`config.mk`:
```
export PLATFORM = sky130hd
export DESIGN_NAME = fpu_issue_ctrl_flat
export DESIGN_NICKNAME = d
export VERILOG_FILES = /design/src/rtl/fpu_issue_ctrl_if.sv /design/src/rtl/fpu_issue_ctrl.sv /design/src/flat_wrapper.sv
export SDC_FILE = /design/constraint.sdc
export NUM_CORES = 1
export LEC_CHECK = 0
export BUFFER_PORTS_ARGS = -buffer_cell sky130_fd_sc_hd__buf_2
export CELL_PAD_IN_SITES_DETAIL_PLACEMENT = 1
export CELL_PAD_IN_SITES_GLOBAL_PLACEMENT = 1
export CORE_MARGIN = 3
export CORE_UTILIZATION = 45
export DETAILED_ROUTE_END_ITERATION = 10
export PLACE_DENSITY_LB_ADDON = 0.1
export SETUP_SLACK_MARGIN = 0.4
export SYNTH_ARGS = -nofsm -noshare
export SYNTH_HDL_FRONTEND = slang
export SYNTH_SLANG_ARGS = --single-unit
```
`constraint.sdc`:
```
create_clock -name clk -period 7.7 [get_ports clk]
set_clock_uncertainty 0.2 [all_clocks]
set_input_delay 0.385 -clock clk [delete_from_list [all_inputs] [get_ports clk]]
set_output_delay 0.385 -clock clk [all_outputs]
set_load 0.02 [all_outputs]
```
`src/rtl/fpu_issue_ctrl_if.sv`:
```
// Issue/return handshake bundle for fpu_issue_ctrl.
//   master : FP issue stage side (drives requests, consumes results)
//   slave  : fpu_issue_ctrl side
// Request  : in_valid, in_ready, in_op, in_a, in_b, in_tag
// Response : out_valid, out_ready, out_result, out_tag, out_op
// Optional : out_dz, present only when FPU_DIV_ZERO_FLAG_EN is defined
interface fpu_issue_ctrl_if #(
  parameter int unsigned WIDTH = 32,
  parameter int unsigned TAG_W = 4
);
  logic             in_valid;
  logic             in_ready;
  logic [1:0]       in_op;
  logic [WIDTH-1:0] in_a;
  logic [WIDTH-1:0] in_b;
  logic [TAG_W-1:0] in_tag;

  logic             out_valid;
  logic             out_ready;
  logic [WIDTH-1:0] out_result;
  logic [TAG_W-1:0] out_tag;
  logic [1:0]       out_op;
`ifdef FPU_DIV_ZERO_FLAG_EN
  logic             out_dz;

  modport master (
    output in_valid, in_op, in_a, in_b, in_tag, out_ready,
    input  in_ready, out_valid, out_result, out_tag, out_op, out_dz
  );

  modport slave (
    input  in_valid, in_op, in_a, in_b, in_tag, out_ready,
    output in_ready, out_valid, out_result, out_tag, out_op, out_dz
  );
`else
  modport master (
    output in_valid, in_op, in_a, in_b, in_tag, out_ready,
    input  in_ready, out_valid, out_result, out_tag, out_op
  );

  modport slave (
    input  in_valid, in_op, in_a, in_b, in_tag, out_ready,
    output in_ready, out_valid, out_result, out_tag, out_op
  );
`endif
endinterface

```
`src/rtl/fpu_issue_ctrl.sv`:
```
// fpu_issue_ctrl: in-order issue/return controller for fixed-latency
// add/sub, multiply and divide units.
//
// Ports:
//   clk            rising-edge clock
//   reset          synchronous, active-low reset
//   io (slave)     op request (valid/ready, op, a, b, tag) and result
//                  return (valid/ready, result, tag, op)
//   add_a/add_b/add_sub, mul_a/mul_b, div_n/div_d
//                  registered unit operands
//   add_res/mul_res/div_res
//                  unit results, valid L cycles after operands
//   busy           any op in flight or result queued
//
// Optional build macro FPU_DIV_ZERO_FLAG_EN adds io.out_dz: set for div ops
// whose divisor magnitude bits are zero.
//
// Ordering: each op is tagged with a token that shadows its unit pipeline.
// A drain counter tracks cycles until the latest in-flight completion; an op
// is only accepted if it finishes strictly after that, so completions land in
// issue order and never collide at the output FIFO.
module fpu_issue_ctrl #(
  parameter int unsigned WIDTH     = 32,
  parameter int unsigned TAG_W     = 4,
  parameter int unsigned ADD_LAT   = 3,
  parameter int unsigned MUL_LAT   = 4,
  parameter int unsigned DIV_LAT   = 8,
  parameter int unsigned OUT_DEPTH = 4
) (
  input  logic             clk,
  input  logic             reset,
  fpu_issue_ctrl_if.slave  io,
  output logic [WIDTH-1:0] add_a,
  output logic [WIDTH-1:0] add_b,
  output logic             add_sub,
  output logic [WIDTH-1:0] mul_a,
  output logic [WIDTH-1:0] mul_b,
  output logic [WIDTH-1:0] div_n,
  output logic [WIDTH-1:0] div_d,
  input  logic [WIDTH-1:0] add_res,
  input  logic [WIDTH-1:0] mul_res,
  input  logic [WIDTH-1:0] div_res,
  output logic             busy
);

  localparam int unsigned MAX_AM  = (ADD_LAT > MUL_LAT) ? ADD_LAT : MUL_LAT;
  localparam int unsigned MAX_LAT = (MAX_AM > DIV_LAT) ? MAX_AM : DIV_LAT;
  localparam int unsigned LAT_W   = $clog2(MAX_LAT + 1);
  localparam int unsigned PTR_W   = $clog2(OUT_DEPTH);
  localparam int unsigned CNT_W   = $clog2(OUT_DEPTH + 1);

  localparam logic [1:0] OP_MUL = 2'b10;
  localparam logic [1:0] OP_DIV = 2'b11;

  // Token shadowing an op through its unit pipeline
  typedef struct packed {
    logic             vld;
    logic [TAG_W-1:0] tag;
    logic [1:0]       op;
`ifdef FPU_DIV_ZERO_FLAG_EN
    logic             dz;
`endif
  } token_t;

  // Output FIFO entry
  typedef struct packed {
    logic [WIDTH-1:0] res;
    logic [TAG_W-1:0] tag;
    logic [1:0]       op;
`ifdef FPU_DIV_ZERO_FLAG_EN
    logic             dz;
`endif
  } entry_t;

  logic [LAT_W-1:0] lat_sel;
  logic [LAT_W-1:0] drain;
  logic [CNT_W-1:0] occ;
  logic [CNT_W-1:0] fifo_cnt;
  logic             ready;
  logic             accept;
  logic             is_add;
  logic             is_mul;
  logic             is_div;
  token_t           tok_add;
  token_t           tok_mul;
  token_t           tok_div;
  token_t           done_tok;
  logic [WIDTH-1:0] done_res;
  logic             push;
  logic             pop;
  logic             out_vld;
  entry_t           push_entry;
  entry_t           head;
  logic [PTR_W-1:0] rd_ptr;
  logic [PTR_W-1:0] wr_ptr;

  // Element 0 holds the token launched with the operand registers; element
  // L lines up with the unit result.
  token_t [ADD_LAT:0] add_pipe;
  token_t [MUL_LAT:0] mul_pipe;
  token_t [DIV_LAT:0] div_pipe;

  entry_t fifo_mem [OUT_DEPTH];

  function automatic logic [PTR_W-1:0] ptr_inc(input logic [PTR_W-1:0] p);
    return (p == PTR_W'(OUT_DEPTH - 1)) ? '0 : p + PTR_W'(1);
  endfunction

  // Latency of the op currently offered
  always_comb begin
    lat_sel = LAT_W'(ADD_LAT);
    case (io.in_op)
      OP_MUL:  lat_sel = LAT_W'(MUL_LAT);
      OP_DIV:  lat_sel = LAT_W'(DIV_LAT);
      default: lat_sel = LAT_W'(ADD_LAT);
    endcase
  end

  // Credit counts tokens in flight plus queued results; a same-cycle pop
  // is deliberately not credited.
  assign ready       = reset & (lat_sel > drain) & (occ < CNT_W'(OUT_DEPTH));
  assign io.in_ready = ready;
  assign accept      = io.in_valid & ready;
  assign is_add      = accept & ~io.in_op[1];
  assign is_mul      = accept & (io.in_op == OP_MUL);
  assign is_div      = accept & (io.in_op == OP_DIV);

  // Per-unit launch tokens
  always_comb begin
    tok_add     = '0;
    tok_add.tag = io.in_tag;
    tok_add.op  = io.in_op;
`ifdef FPU_DIV_ZERO_FLAG_EN
    tok_add.dz  = (io.in_op == OP_DIV) && (io.in_b[WIDTH-2:0] == '0);
`endif
    tok_mul     = tok_add;
    tok_div     = tok_add;
    tok_add.vld = is_add;
    tok_mul.vld = is_mul;
    tok_div.vld = is_div;
  end

  // Operand registers: only the selected unit's inputs change
  always_ff @(posedge clk) begin
    if (!reset) begin
      add_a   <= '0;
      add_b   <= '0;
      add_sub <= 1'b0;
      mul_a   <= '0;
      mul_b   <= '0;
      div_n   <= '0;
      div_d   <= '0;
    end else begin
      if (is_add) begin
        add_a   <= io.in_a;
        add_b   <= io.in_b;
        add_sub <= io.in_op[0];
      end
      if (is_mul) begin
        mul_a <= io.in_a;
        mul_b <= io.in_b;
      end
      if (is_div) begin
        div_n <= io.in_a;
        div_d <= io.in_b;
      end
    end
  end

  // Cycles remaining until the latest in-flight completion
  always_ff @(posedge clk) begin
    if (!reset) begin
      drain <= '0;
    end else if (accept) begin
      drain <= lat_sel - LAT_W'(1);
    end else if (drain != '0) begin
      drain <= drain - LAT_W'(1);
    end
  end

  // Token delay lines
  always_ff @(posedge clk) begin
    if (!reset) begin
      add_pipe <= '0;
      mul_pipe <= '0;
      div_pipe <= '0;
    end else begin
      add_pipe <= {add_pipe[ADD_LAT-1:0], tok_add};
      mul_pipe <= {mul_pipe[MUL_LAT-1:0], tok_mul};
      div_pipe <= {div_pipe[DIV_LAT-1:0], tok_div};
    end
  end

  // Completing token; the drain rule guarantees at most one per cycle
  always_comb begin
    done_tok = '0;
    done_res = '0;
    if (add_pipe[ADD_LAT].vld) begin
      done_tok = add_pipe[ADD_LAT];
      done_res = add_res;
    end else if (mul_pipe[MUL_LAT].vld) begin
      done_tok = mul_pipe[MUL_LAT];
      done_res = mul_res;
    end else if (div_pipe[DIV_LAT].vld) begin
      done_tok = div_pipe[DIV_LAT];
      done_res = div_res;
    end
  end

  always_comb begin
    push           = done_tok.vld;
    push_entry     = '0;
    push_entry.res = done_res;
    push_entry.tag = done_tok.tag;
    push_entry.op  = done_tok.op;
`ifdef FPU_DIV_ZERO_FLAG_EN
    push_entry.dz  = done_tok.dz;
`endif
  end

  assign out_vld = reset & (fifo_cnt != '0);
  assign pop     = out_vld & io.out_ready;

  // Output FIFO control and occupancy (in flight + queued)
  always_ff @(posedge clk) begin
    if (!reset) begin
      rd_ptr   <= '0;
      wr_ptr   <= '0;
      fifo_cnt <= '0;
      occ      <= '0;
    end else begin
      if (push) wr_ptr <= ptr_inc(wr_ptr);
      if (pop)  rd_ptr <= ptr_inc(rd_ptr);
      fifo_cnt <= fifo_cnt + CNT_W'(push) - CNT_W'(pop);
      occ      <= occ + CNT_W'(accept) - CNT_W'(pop);
    end
  end

  // FIFO storage; contents are masked whenever the FIFO is empty
  always_ff @(posedge clk) begin
    if (push) fifo_mem[wr_ptr] <= push_entry;
  end

  assign head          = fifo_mem[rd_ptr];
  assign io.out_valid  = out_vld;
  assign io.out_result = out_vld ? head.res : '0;
  assign io.out_tag    = out_vld ? head.tag : '0;
  assign io.out_op     = out_vld ? head.op  : 2'b00;
`ifdef FPU_DIV_ZERO_FLAG_EN
  assign io.out_dz     = out_vld & head.dz;
`endif

  assign busy = reset & (occ != '0);

endmodule

```
`src/flat_wrapper.sv`:
```
// flat-port wrapper written by rule: the top's interface ports become plain ports
module fpu_issue_ctrl_flat 
#(
  parameter int unsigned WIDTH     = 32,
  parameter int unsigned TAG_W     = 4,
  parameter int unsigned ADD_LAT   = 3,
  parameter int unsigned MUL_LAT   = 4,
  parameter int unsigned DIV_LAT   = 8,
  parameter int unsigned OUT_DEPTH = 4
)
  (clk, reset, add_a, add_b, add_sub, mul_a, mul_b, div_n, div_d, add_res, mul_res, div_res, busy, io_in_valid, io_in_op, io_in_a, io_in_b, io_in_tag, io_out_ready, io_in_ready, io_out_valid, io_out_result, io_out_tag, io_out_op);
  fpu_issue_ctrl_if #(.WIDTH(WIDTH), .TAG_W(TAG_W)) io_i ();
  input  logic clk;
  input  logic reset;
  output logic [WIDTH-1:0] add_a;
  output logic [WIDTH-1:0] add_b;
  output logic add_sub;
  output logic [WIDTH-1:0] mul_a;
  output logic [WIDTH-1:0] mul_b;
  output logic [WIDTH-1:0] div_n;
  output logic [WIDTH-1:0] div_d;
  input  logic [WIDTH-1:0] add_res;
  input  logic [WIDTH-1:0] mul_res;
  input  logic [WIDTH-1:0] div_res;
  output logic busy;
  input wire logic [$bits(io_i.in_valid)-1:0] io_in_valid;
  input wire logic [$bits(io_i.in_op)-1:0] io_in_op;
  input wire logic [$bits(io_i.in_a)-1:0] io_in_a;
  input wire logic [$bits(io_i.in_b)-1:0] io_in_b;
  input wire logic [$bits(io_i.in_tag)-1:0] io_in_tag;
  input wire logic [$bits(io_i.out_ready)-1:0] io_out_ready;
  output wire logic [$bits(io_i.in_ready)-1:0] io_in_ready;
  output wire logic [$bits(io_i.out_valid)-1:0] io_out_valid;
  output wire logic [$bits(io_i.out_result)-1:0] io_out_result;
  output wire logic [$bits(io_i.out_tag)-1:0] io_out_tag;
  output wire logic [$bits(io_i.out_op)-1:0] io_out_op;
  assign io_i.in_valid = io_in_valid;
  assign io_i.in_op = io_in_op;
  assign io_i.in_a = io_in_a;
  assign io_i.in_b = io_in_b;
  assign io_i.in_tag = io_in_tag;
  assign io_i.out_ready = io_out_ready;
  assign io_in_ready = io_i.in_ready;
  assign io_out_valid = io_i.out_valid;
  assign io_out_result = io_i.out_result;
  assign io_out_tag = io_i.out_tag;
  assign io_out_op = io_i.out_op;
  fpu_issue_ctrl #(.WIDTH(WIDTH), .TAG_W(TAG_W), .ADD_LAT(ADD_LAT), .MUL_LAT(MUL_LAT), .DIV_LAT(DIV_LAT), .OUT_DEPTH(OUT_DEPTH)) u_core (.clk(clk), .reset(reset), .io(io_i), .add_a(add_a), .add_b(add_b), .add_sub(add_sub), .mul_a(mul_a), .mul_b(mul_b), .div_n(div_n), .div_d(div_d), .add_res(add_res), .mul_res(mul_res), .div_res(div_res), .busy(busy));
endmodule
```
==> summary.md, run 1 <==
| Metric | Value |
|---|---|
| Via Count | 12917 |
| R2r setup slk | 3.68 ns |
| Die Ht | 198 um |
| Leak Pwr | 8.40 nW |
| Total grt overflow | 0 |
| Met3 WL | 3890 um |
| Clk_lat worst skew | 0.54 ns |
| Synthesized net count | 1673 |
| Setup Viol. Count Final | 0 |
| Routed Antenna Nets | 0 |
| Worst-Margin Slew | 1.07 ns |
| Clock Root Buffer | clkbuf_16 |
| DP HPWL | approximately 30000 um |
| RSZ-0062 raised after global routing | no |
| Startpoint types | primary input |
| VDD IR max | ~0.00015 V |
| Largest net degree at the start of global routing | 102 |
| Endpoint class of the critical path | register |
| Global Route Usage Sum | between 20% and 30% |
| Worst-case clock buffer depth | 3 |
| Headroom to the max-slew limit | ~29% |
| Period Utilization, post-route | 56.0% |
| CTS tree | yes |
| Initial antenna violation count | 4 |
| Status | completed |
| Vias per inst | 5.40 |
| Worst path arrival time | 4.55 ns |
| Worst Slack Setup Final | 3.39 ns |
| Gp weighted congestion | between 0.8 and 0.9 |
| Iter 0 DRT Violations | 667 |
| Critical-path maximum fanout | 101 |
| Pwr Density | approximately 260 nW/um2 |
| Total setup buffers inserted after CTS | 0 |
| Initial Utilization | ~46% |
| Worst-path clk slew | ~0.060 ns |
| Clock sink count | 433 |
| Yosys top cell area share | 33.8% |
| Syn_area_per_cell | 11.2 um2 |
| Commonest non-fill, non-tap cell in the layout | buf_2 |
| Min Clock Period, post-route | 4.31 ns |
| Layout area overhead | 26.3% |
| Post-cts sizing count | 0 |
| M1 wire length | about 19000 um |
| Max Cap Violations | 0 |
| Unique masters post-synth | 44 |
| First-pass GRT wire length | about 75000 um |
| Dpl ws | approximately 3 ns |
| Yosys reg bits | 433 |
| H-tree levels | 2 |
| TritonCTS Buffers | 45 |
| Wire per inst | 20.3 um |
| Wire length on met2 | approximately 24000 um |
| Synth area leader | dfxtp_1 |
| Worst Hold Class | primary input to register |
| Highest Clock Rate | roughly 230 MHz |
| Slew Limit Fails | 0 |
| Port Buf Inserts | 403 |
| Most frequent cells in the layout | 402 x buf_2, 277 x dfxtp_1, 181 x o21ai_0 |
| Sequential share of the synthesized area | 61.3% |
| Cells after Synth | 1488 |
| Yosys warning count | 0 |
| Top cells by area, synth | dfxtp_1 34%, edfxtp_1 27%, o21ai_0 5.4% |
| Vias in the first global route | 13631 |
| Critical path class | primary input to register |
| Die area | between 30000 and 40000 um2 |
| Nets@finish | 2078 |
| I/O pin count | 404 |
| Die X | a little under 200 um |
| DR top layer | met5 |
| Fin. Hold Viols | 0 |
| Mapped Area | 16600 um2 |
| DRC | 0 |
| Setup TNS | 0 ns |
| Rows | 69 |
| Layout cells sized above 1 | 28.1% |
| Total wire length | 48500 um |
| CORE AREA | 36000 um2 |
| Worst path required time | 7.95 ns |
| Drt pass-1 iters | 5 |
logic make-up after synthesis:
logic type      count (synthesis)  share of synthesized area [%]
xor+xnor                        5                          0.263
buf+inv                       145                           3.83
fa+ha+maj                      15                           1.22
simple gates                  502                           15.7
mux                            43                           5.45
flops                         433                           61.3
compound gates                345                           12.2
what timing repair did:
| item | 4_1_cts | 5_1_grt |
|---|---|---|
| hold buffers | 69 | 0 |
| hold endpoints to repair | 198 | 0 |
| endpoints found under the setup margin | 0 | 0 |
power breakdown:
part / total (mW) / switching [mW] / leakage, nW / internal [mW]
Sequential: 2.52 / 0.0656 / 3.81 / 2.46
Clock: 2.15 / 0.870 / 0.725 / 1.28
Combinational: 0.871 / 0.550 / 3.87 / 0.321
Total: 5.54 / 1.49 / 8.40 / 4.05
synth_stat cells (all sizes together):
cell and number:
o31a 2, a211oi 1, buf 39, inv 14, dfxtp 281, ha 13, o311ai 1, o311a 1
xor2 1, a41oi 1, a22oi 38, nand3b 64, o31ai 3, fa 2, nand4 1, or3 1
a21boi 64, o21a 1, a21oi 2, xnor2 4, nand2b 2, clkbuf 92, mux4 38, edfxtp 152
a211o 1, nand3 130, nand2 175, nor3b 1, nor3 2, mux2i 5, nor2b 10, o21ai 230
and2 113, nor2 3
critical path, stage by stage:
cell	delay, ns
dlygate4sd3_1	0.53
buf_2	0.16
and2_2	0.18
ha_1	0.33
nand2_1	0.07
a211oi_1	0.45
o31ai_4	0.11
buf_4	0.33
inv_6	0.61
buf_4	0.86
nand3_1	0.14
a21boi_0	0.23
state kept, by name (all words and copies together), names as in the netlist, 4 cells and up, named ones only:
signal           cells
u_core.mul_pipe      5
u_core.add_b        32
u_core.add_a        32
u_core.drain         4
u_core.div_n        32
u_core.fifo_mem    152
u_core.add_pipe      4
u_core.div_d        32
u_core.mul_a        32
u_core.mul_b        32
u_core.div_pipe     63
path summary, 6_finish.rpt:
check                           start                   to  cells after the start
setup / recovery          io_in_op[0]      u_core.mul_a[5]                     12
hold / removal           io_out_ready             register                      3
setup reg to reg      u_core.drain[2]      u_core.mul_a[5]                     10
hold reg to reg   u_core.div_pipe[10]  u_core.div_pipe[17]                      1
final cells by class:
class / count / area (um2)
Fill cell: 3887 / 15000
Sequential cell: 433 / 10200
Multi-Input combinational cell: 910 / 5850
Timing Repair Buffer: 489 / 2840
Clock buffer: 72 / 1360
Tap cell: 461 / 577
Clock inverter: 12 / 115
Inverter: 14 / 57.6
Antenna cell: 3 / 7.51
metrics by stage:
stage	total power [mW]	hold WS, ns	std cells	util [%]	instance area (um2)
3_3_place_gp	3.40	0.214	2238	52.3	18800
3_5_place_dp	3.42	0.220	2238	52.3	18800
4_1_cts	5.60	0.000259	2391	58.3	21000
6_report	5.54	0.0288	2394	58.3	21000
5_1_grt	5.79	0.0376	2394	58.3	21000
2_1_floorplan	3.13	0.212	1488	-	16600
routing by layer:
| layer | GRT usage (%) | up-vias |
|---|---|---|
| li1 | - | 6076 |
| met1 | 28.1 | 6369 |
| met2 | 41.5 | 383 |
| met3 | 7.49 | 87 |
| met4 | 7.60 | 2 |
| met5 | 0 | - |
No activity file was read; power rests on OpenSTA's default activity.
==> run 2: changes to the inputs <==
--- a/config.mk
+++ b/config.mk
@@ -9,7 +9,7 @@
 export CELL_PAD_IN_SITES_DETAIL_PLACEMENT = 1
 export CELL_PAD_IN_SITES_GLOBAL_PLACEMENT = 1
 export CORE_MARGIN = 3
-export CORE_UTILIZATION = 45
+export CORE_UTILIZATION = 37
 export DETAILED_ROUTE_END_ITERATION = 10
 export PLACE_DENSITY_LB_ADDON = 0.1
 export SETUP_SLACK_MARGIN = 0.4
==> constraint.sdc (replaced) <==
create_clock -name clk -period 3.7 [get_ports clk]
set_clock_uncertainty 0.2 [all_clocks]
set_input_delay 0.185 -clock clk [delete_from_list [all_inputs] [get_ports clk]]
set_output_delay 0.185 -clock clk [all_outputs]
set_load 0.02 [all_outputs]
==> run 2 against run 1 <==
  * First-iteration DRC count rose by 7.3%
  * Final area rose by 3.6%
  * Sequential power rose by 110%
  * Sequential share of layout area down 1.7 points
  * Cell count up 7.9%
  * Clock-buffer cell count grew 1
==> summary.md, run 2 (synthesis results as in run 1) <==
| Metric | Value |
|---|---|
| RSZ-0062 raised after global routing | no |
| Vias per inst | 5.06 (-6.3%) |
| Critical R2R Launch | u_core.drain[2] |
| Clock network power share | 38.6% (about the same) |
| CORE AREA | 44300 um2 (+23%) |
| Gp weighted congestion | 0.791 (-6.7%) |
| Setup TNS | 0 ns (unchanged) |
| H-tree levels | 2 (unchanged) |
| Setup Viol. Count Final | 0 (unchanged) |
| Highest Clock Rate | 330 MHz |
| P_int | 8.46 mW (+110%) |
| Die area | 47500 um2 (+21%) |
| Initial antenna violation count | 2 (-2) |
| Worst path arrival time | 3.30 ns (-1.25 ns) |
| Layout area overhead | 30.8% |
| DP HPWL | 31300 um (+3.3%) |
| Crit-path slowest cell | dlygate4sd3_1 |
| Most frequent cells in the layout | 402 x buf_2, 277 x dfxtp_1, 181 x o21ai_0 |
| VDD IR max | 0.000261 V (+71%) |
| Finished Layout Cells | 2582 (+7.9%) |
| Critical path class | primary input to register |
| Total wire length | 50200 um (+3.5%) |
| Worst Slack Setup Final | 0.668 ns (-2.72 ns) |
| Rows | 77 (+12%) |
| Endpoint class of the critical path | register |
| Fin Hold WS | 0.0343 ns (+0.00549 ns) |
| Largest register by flop count | u_core.fifo_mem |
| Global Route Usage Sum | 20.8% (-3.0 points) |
| Dpl cells | 2377 (+6.2%) |
| Worst R2R Path Depth | 12 (+2) |
| Clk_lat worst skew | 0.58 ns (+0.04 ns) |
| Startpoint types | primary input |
| Total grt overflow | 0 (unchanged) |
| Initial Utilization | 37.5% (-8.7 points) |
| I/O pin count | 404 (unchanged) |
| Clock sink count | 433 (unchanged) |
| Combinational share of power | 16.1% (+0.4 points) |
| Slew Limit Fails | 0 (unchanged) |
| Sw Share | 27.2% (+0.40 points) |
| Crit path to | u_core.drain[2] |
| Levels on crit path | 13 (+1) |
| Drt pass-1 iters | 5 (unchanged) |
| Iter 0 DRT Violations | 716 (+7.3%) |
| Total setup buffers inserted after CTS | 0 (unchanged) |
| Footprint of the multi-input gates | 5850 um2 (about the same) |
| # fillers | 4864 (+25%) |
| Worst path required time | 3.97 ns (-3.98 ns) |
| Die X | 218 um (+10%) |
| Fin util | 49.1% (-9.3 points) |
| R2R Path End | u_core.drain[2] |
| Vias in the first global route | 13828 (+1.4%) |
| Min Clock Period, post-route | ~3 ns |
| Worst-Margin Slew | 0.841 ns (-0.226 ns) |
| Total chip power | 11.6 mW (+110%) |
| Max Cap Violations | 0 (unchanged) |
| Placed cell area | 19100 um2 (+1.4%) |
| Number of flip-flops in the largest register | 152 (unchanged) |
| Peak per-stage delay on the critical path | 0.53 ns (-0.33 ns) |
| Largest net degree at the start of global routing | 150 (+47%) |
| R2r setup slk | 0.81 ns (-2.87 ns) |
| Dpl ws | 0.503 ns (-2.52 ns) |
| CTS tree | yes |
| Final non-filler cell area | 21700 um2 (+3.6%) |
| Layout cells sized above 1 | 27.6% (-0.52 points) |
| Pwr Density | 535 nW/um2 (+100%) |
| First-pass GRT wire length | 78700 um (+5.4%) |
| Register area | 10200 um2 (unchanged) |
| Status | completed |
| Clock Root Buffer | clkbuf_16 |
| Worst Hold Class | primary input to register |
| Worst-path clk slew | 0.06 ns (about the same) |
| DRC | 0 (unchanged) |
| Commonest non-fill, non-tap cell in the layout | buf_2 |
| Wire per inst | 19.5 um (-4.1%) |
| TritonCTS Buffers | 47 (+4.4%) |
| Reg power frac | 45.4% (about the same) |
| Family with the most delay on the worst path | buffers and inverters |
| Worst-case clock buffer depth | 3 (unchanged) |
| Port Buf Inserts | 403 (unchanged) |
| Fin. Hold Viols | 0 (unchanged) |
| Biggest regs | u_core.fifo_mem x152, u_core.div_pipe x63 |
| Period Utilization, post-route | 82.0% |
| Nets@finish | 2135 (+2.7%) |
| Headroom to the max-slew limit | 43.9% (+15 points) |
| Critical-path maximum fanout | 38 (-62%) |
| Switch Pwr | 3.17 mW (+110%) |
| CP Buf/Inv Count | 5 (unchanged) |
| Via Count | 13053 (+1.1%) |
| Crit. Startpoint | io_in_op[1] |
| Routed Antenna Nets | 0 (unchanged) |
| Die Ht | 218 um (+10%) |
| Leak Pwr | 8.68 nW (+3.3%) |
| Crit-path cells | dlygate4sd3_1, buf_2, buf_4, buf_6, a211oi_2, o31ai_4, inv_6, nand2_1, o21ai_0, ha_1, nand2b_1, a211o_1, o311ai_0 |
==> run 2: changes by cell type in the layout (fill, tap and decap cells not counted), moves of 2 or more <==
cell and delta:
buf_12 +3, clkbuf_4 -4, buf_4 +4, clkbuf_1 +2
clkbuf_8 +3, dlygate4sd3_1 +47, clkinv_1 +4
==> run 2: layer usage <==
metal	part of all wire [%]	routed length, um	track usage (%)	vias to the layer above
met5	0	0	0	-
met4	2.7	1380	7.28	0
met3	7.4	3700	6.37	74
met2	47	23900	34.8	353
met1	42	21300	25.6	6424
li1	-	-	-	6202
==> run 2: repair_timing <==
| action | CTS | global route |
|---|---|---|
| endpoints found under the setup margin | 0 | 1 |
| hold buffers | 116 | 0 |
| hold endpoints to repair | 370 | 0 |
| gates resized for setup | 0 | 1 |
==> run 2: cell type report <==
class                   instances  share of cell area (%)
flip-flops and latches        433                    46.9
multi-input cells             910                    26.9
repair buffers                544                    15.7
clock buffers                  73                    6.32
well taps                     592                    3.41
clock inverters                14                   0.478
inverters                      14                   0.265
diodes                          2                  0.0230
==> run 2: power by group through the flow <==
stage,Sequential (mW),Combinational (mW),Clock (mW)
CTS,5.28,1.90,4.64
finish,5.27,1.87,4.49
global placement,5.37,1.78,0
global route,5.31,2.05,4.85
detailed placement,5.38,1.81,0
floorplan,5.48,1.04,0
==> run 2: worst min path at each step <==
stage / start / end / slack [ns] / depth (start not counted)
floorplan: io_in_op[0] / u_core.div_pipe[0] / 0.11 / 1
global placement: io_in_tag[1] / u_core.div_pipe[3] / 0.19 / 2
detailed placement: io_in_tag[0] / u_core.div_pipe[2] / 0.20 / 2
CTS: div_res[25] / u_core.fifo_mem[0][31] / 0.002 / 3
global route: div_res[17] / u_core.fifo_mem[1][23] / 0.04 / 3
finish: div_res[25] / u_core.fifo_mem[1][31] / 0.03 / 3
==> run 2: worst register-to-register path: stages, from the launching register on <==
cell and delay, ns:
dfxtp_1 0.34, inv_1 0.08, ha_1 0.32, nor3b_1 0.16, o21a_1 0.22, o31ai_4 0.38, inv_6 0.12, nand2_1 0.13
o21ai_0 0.12, ha_1 0.24, nand2b_1 0.15, a211o_1 0.24, o311ai_0 0.08
